### config.mk
export PLATFORM = sky130hd
export DESIGN_NAME = mul_result_fifo
export DESIGN_NICKNAME = d
export VERILOG_FILES = /design/src/rtl/mul_result_fifo.sv
export SDC_FILE = /design/constraint.sdc
export NUM_CORES = 1
export LEC_CHECK = 0
export CORE_MARGIN = 8
export CORE_UTILIZATION = 25
export DETAILED_ROUTE_END_ITERATION = 7
export HOLD_SLACK_MARGIN = 0.03
export SYNTH_ARGS = -nofsm -noshare
export SYNTH_HDL_FRONTEND = slang
export SYNTH_SLANG_ARGS = --single-unit
### constraint.sdc
create_clock -name clk -period 6.3 [get_ports clk]
set_input_delay 1.26 -clock clk [delete_from_list [all_inputs] [get_ports clk]]
set_output_delay 1.26 -clock clk [all_outputs]
set_load 0.01 [all_outputs]
### src/rtl/mul_result_fifo.sv
// Result capture FIFO behind the 4x4 sequential multiplier.
// Optional accumulator enabled with `define MUL_RES_ACC_EN.
module mul_result_fifo #(
    parameter int DATA_W  = 8,
    parameter int DEPTH   = 4,
    parameter int LATENCY = 6
) (
    input  logic                     clk,
    input  logic                     reset,
    input  logic                     start_in,
    input  logic [DATA_W-1:0]        op_in,
    output logic [DATA_W-1:0]        res_data,
    output logic                     res_valid,
    input  logic                     res_ready,
    output logic                     busy,
    output logic [$clog2(DEPTH):0]   count,
    output logic                     overflow
`ifdef MUL_RES_ACC_EN
    ,
    output logic [DATA_W+7:0]        acc_sum,
    input  logic                     acc_clr
`endif
);

    localparam int AW = $clog2(DEPTH);
    localparam int CW = AW + 1;
    localparam int TW = $clog2(LATENCY);

    typedef enum logic {
        S_IDLE,
        S_WAIT
    } state_t;

    state_t          state_q;
    state_t          state_d;
    logic [TW-1:0]   timer_q;
    logic [TW-1:0]   timer_d;
    logic            push;

    logic [DATA_W-1:0] mem [DEPTH];
    logic [AW-1:0]   wr_ptr;
    logic [AW-1:0]   rd_ptr;
    logic [AW-1:0]   rd_d;
    logic [CW-1:0]   count_d;
    logic [CW-1:0]   left;
    logic            full;
    logic            pop;
    logic            wr_en;
    logic            drop;

    // State and capture timer registers
    always_ff @(posedge clk or posedge reset) begin
        if (reset) begin
            state_q <= S_IDLE;
            timer_q <= '0;
        end else begin
            state_q <= state_d;
            timer_q <= timer_d;
        end
    end

    // Next state: a new start always restarts the countdown
    always_comb begin
        state_d = state_q;
        timer_d = timer_q;
        push    = 1'b0;
        unique case (state_q)
            S_IDLE: begin
                if (start_in) begin
                    state_d = S_WAIT;
                    timer_d = TW'(LATENCY - 1);
                end
            end
            S_WAIT: begin
                if (start_in) begin
                    timer_d = TW'(LATENCY - 1);
                end else if (timer_q == '0) begin
                    push    = 1'b1;
                    state_d = S_IDLE;
                end else begin
                    timer_d = timer_q - 1'b1;
                end
            end
        endcase
    end

    assign busy      = (state_q == S_WAIT);
    assign res_valid = (count != '0);
    assign full      = (count == CW'(DEPTH));
    assign pop       = res_valid & res_ready;
    assign wr_en     = push & (~full | pop);
    assign drop      = push & full & ~pop;
    assign count_d   = count + CW'(wr_en) - CW'(pop);
    assign rd_d      = rd_ptr + AW'(pop);
    assign left      = count - CW'(pop);

    // Storage array; written at the tail on every accepted push
    always_ff @(posedge clk) begin
        if (wr_en) begin
            mem[wr_ptr] <= op_in;
        end
    end

    // Pointers, occupancy, sticky overflow and registered head
    always_ff @(posedge clk or posedge reset) begin
        if (reset) begin
            wr_ptr   <= '0;
            rd_ptr   <= '0;
            count    <= '0;
            overflow <= 1'b0;
            res_data <= '0;
        end else begin
            wr_ptr   <= wr_ptr + AW'(wr_en);
            rd_ptr   <= rd_d;
            count    <= count_d;
            overflow <= overflow | drop;
            if (count_d != '0) begin
                res_data <= (left == '0) ? op_in : mem[rd_d];
            end
        end
    end

`ifdef MUL_RES_ACC_EN
    logic [DATA_W+7:0] pop_ext;
    assign pop_ext = {8'b0, res_data};

    // Running sum of consumed products
    always_ff @(posedge clk or posedge reset) begin
        if (reset) begin
            acc_sum <= '0;
        end else if (pop) begin
            acc_sum <= acc_clr ? pop_ext : acc_sum + pop_ext;
        end else if (acc_clr) begin
            acc_sum <= '0;
        end
    end
`endif

endmodule
# Word level (Yosys, flattened, before mapping)
# Memories as Yosys holds them, arrays and structs flattened.
# Index checks and enable logic that the tools add are counted.
# op_classes
n_reduce_logical,5
order_cmp,0
add_sub_neg,6
mux,14
shift,0
n_bitwise,9
div,0
eq_ne,3
mul,0
# ops
op,n
$mux 3,3
$mux 1,8
$mux 8,1
$logic_not 3->1,2
$pmux 3 s2,1
$reduce_bool 3->1,2
$sub 3x1->3,2
$add 2x1->2,2
$and 1x1->1,4
$add 3x1->3,1
$eq 3x3->1 const B,1
$ne 3x3->1 const B,1
$not 1->1,3
$sub 3x1->3 const B,1
$ne 2x2->1 const B,1
$or 1x1->1,2
$pmux 1 s2,1
$reduce_and 2->1,1
# word_totals
ff_bits,20
mem_bits_rw,32
mem_bits_ro,0
latchBits,0
n_memories,1
elab_cells,45
# memory_table
name,words,word_bits,rd,rd_ports_with_merged_regs,wr,line_no,rtl
mem,4,8,1,0,1,40,logic [DATA_W-1:0] mem [DEPTH];

# Logic depth before layout (Yosys ltp)
# logic_depth
word_depth,8
depth_mapped,13
mapped_depth_nobuf,12

# Worst setup path before layout
# No wires, ideal clock.
# synth_path
kind,input to register
startpoint,input port start_in
endpoint,register res_data[0]
slack_ps,2845
path_stages,11
required_time_ps,6178
path_buffers,1
setup_ps,122
arrival_ps,3333
path_cell_list,nor4bb_1 nand2b_1 ha_1 inv_1 ha_1 fa_1 xnor3_1 or3_1 buf_2 nor2_1 a21oi_1
# synth_via
elab_chain_cells,6
# synth_lines
item,line_no,rtl
start: declaration,10,"input logic start_in,"
$mux 1,75,if (start_in) begin
$mux 1,67,unique case (state_q)
$and 1x1->1,91,assign wr_en = push & (~full | pop);
$add 3x1->3,93,assign count_d = count + CW'(wr_en) - CW'(pop);
$sub 3x1->3,93,
net count_d[2],44,logic [CW-1:0] count_d;
$reduce_bool 3->1,117,if (count_d != '0) begin
end signal: assignment,118,res_data <= (left == '0) ? op_in : mem[rd_d];
end: declaration,12,"output logic [DATA_W-1:0] res_data,"
# The timed path passes the listed nets, and every way through them passes these cells.
# A chain may end at the register's enable or synchronous reset.

# Worst setup path after layout
# layout_path
startpoint,input port start_in
endpoint,register res_data[7]
# Same word-level chain as after synthesis.

==> results.toml <==
[finish]
multi_input_area_um2 = 657
seqCellArea_mm2 = 0.00146
drive_above_1_share_pct = 7.60
fillers = 857
num_antenna_cells = 0
final_core_util_pct = 30.9
nNetsFinal = 190
syn_to_final_growth_pct = 22.7

[synthesis]
postSynth.asyncResetShare_pct = 38.5
yosysMostFrequentCell = "edfxtp_1"
synthFlopType = "edfxtp_1"
ys_seq_area_share_pct = 67.8
syn_area_mm2 = 0.00216
syn_nets = 161
synth_seq_cells = 52
synth_area_leaders = "edfxtp_1 45%, dfrtp_1 23%, mux4_1 4.9%, a21oi_1 4.2%, mux4_2 4.2%"
synth_edf_count = 32
yosys.area.top_type = "edfxtp_1"
synthTopCellsByCount = "32 x edfxtp_1, 20 x dfrtp_1, 18 x a21oi_1, 12 x nand2_1, 10 x nor2_1"
yosysWarnings = 0
syn_inst = 141
netlist.area_leader.share_pct = 44.6
synth.distinct_cells = 28
synth.avg_cell_area_um2 = 15.3

[critical_path]
cp_max_fo = 8
required_ns = 6.54
cp_num_buf_inv = 2
critPathKind = "input port to flop"
slowest_stage = "clkdlybuf4s50_1"
crit_family = "simple AND/OR/NAND/NOR gates"
cp-end-kind = "flop"
slowest_delay_ns = 0.47
critPathArrivalTime_ns = 4.11
cp_cell_sequence = "clkdlybuf4s50_1, nor4bb_1, nand2b_1, ha_1, inv_1, ha_1, fa_1, xnor3_1, nor3_2, a21oi_1, a21oi_1"
critPathLaunchType = "input port"

[global_routing]
grt-ovfl-total = 0
grt_max_degree = 21
grt_pass1_wl_mm = 6.57
track_usage_pct = 7.49
grt_pass1_vias = 1231
antenna_found_initial = 0

[floorplanning]
core_mm2 = 0.00855
rows = 34
die_w_um = 109
die-area_mm2 = 0.0119
start_util_pct = 25.2
ios = 26
fp.dieH_um = 109

[cts]
cts_buffer_depth = 2
cts_tree = "yes"
cts-hold-fix-buffers = 0
clock_latency_ns = 0.31
clock-root-buffer = "clkbuf_8"
postCtsSetupRepairBufs = 0
cts_inserted_buffers = 5
cts_resized = 0
htreeDepth = 2
clk_pin_slew_ns = 0.10
clock-sinks = 52

[detailed_routing]
drt_wl_total_mm = 4.24
drc = 0
initialDrtViolationCount = 56
post_drt_via_cell_ratio = 4.33
drtAntennaViolNets = 0
drt_first_pass_iters = 4
vias = 1208
wl_per_cell_um = 15.2

[timing]
finClkSkew_ns = 0.0147
rsz0062_at_grt = "no"
period_share_pct = 61.5
setup_tns_ns = 0
fin_crit_ns = 3.88
tightest_slew_ns = 0.940
worst_slack_ns = 2.42
timing.final.hold_violations = 0
fmax_ghz = 0.258
maxSlewViolCount = 0
finalSetupViolations = 0
relSlewSlack_pct = 37.1

[place]
place.gp.congestion = 0.711
place_ws_ns = 2.09
dp_hpwl_mm = 3.00
io_buffers = 25

[hold_path]
hold_class = "flop to flop"

[pwr]
power.density_mw_per_mm2 = 469
peakVddDrop_mv = 0.143
leakagePower_uw = 0.00101
power_uw = 1240

[flow_run]
maxCapViolations = 0

[outcome]
status = "completed"
metrics by stage:
step / instances / hold slack, ns / cell area [um^2]
final: 279 / 0.471 / 2650
after global routing: 279 / 0.486 / 2650
after CTS: 279 / 0.471 / 2650
after detailed placement: 271 / 0.449 / 2530
after global placement: 271 / 0.450 / 2530
after floorplan: 141 / 0.465 / 2160
layer usage:
| metal | global-route usage (%) | share of wire, % | up-vias |
|---|---|---|---|
| li1 | - | - | 580 |
| met1 | 9.27 | 44 | 592 |
| met2 | 11.9 | 49 | 29 |
| met3 | 2.78 | 5.6 | 7 |
| met4 | 2.35 | 1.3 | 0 |
| met5 | 0 | 0 | - |
cells in the final DEF, fill, tap and decap left out, types with 2 or more instances in the layout:
cell type,n
a21oi_1,18
and3_1,2
clkbuf_8,5
clkdlybuf4s50_1,25
dfrtp_1,20
edfxtp_1,32
ha_1,7
inv_1,8
mux4_1,4
mux4_2,4
nand2_1,12
nand2b_1,4
nor2_1,10
nor3_2,2
or3_1,2
xnor2_1,2
xor2_1,2
flip-flops by register name, summed over array words and instances (netlist names):
name and count:
busy 1, count 3, mem 32, overflow 1, rd_ptr 2, res_data 8
timer_q 3, wr_ptr 2
worst register-to-register path: stages (launching register included):
cell	delay (ns)
dfrtp_1	0.37
inv_1	0.11
ha_1	0.20
nor4bb_1	0.38
nand2b_1	0.17
ha_1	0.31
inv_1	0.04
ha_1	0.18
fa_1	0.37
xnor3_1	0.23
nor3_2	0.42
a21oi_1	0.10
a21oi_1	0.17
cell type report:
cell class	instances	area share, %
sequential	52	55.3
multi-input combinational	78	24.8
timing repair buffer	25	9.46
tap	108	5.11
clock buffer	6	2.74
clock inverter	2	1.47
inverter	8	1.14
cell families after synthesis:
| logic type | count (synthesis) | synth area share, % |
|---|---|---|
| XOR/XNOR | 5 | 2.67 |
| flip-flops | 52 | 67.8 |
| AND/OR/NAND/NOR | 36 | 8.24 |
| buffers and inverters | 11 | 1.97 |
| adder cells (fa/ha/maj) | 8 | 4.99 |
| AO/OA/AOI/OAI | 21 | 5.28 |
| multiplexers | 8 | 9.05 |
final timing paths:
check,startpoint,endpoint,slack (ns),depth (start not counted)
worst max-delay path,start_in,res_data[7],2.42,11
worst min-delay path,overflow,overflow,0.47,1
worst max register to register,timer_q[0],res_data[7],3.18,12
worst min register to register,overflow,overflow,0.47,1
max in group asynchronous,reset,res_data[4],4.40,2
min in group asynchronous,reset,res_data[5],1.39,2
power breakdown:
part	switching [uW]	internal (uW)	total [uW]
registers	52.7	434	487
clock network	111	120	231
logic	260	264	523
total	423	818	1240
Power figures use the tool's default switching activity.
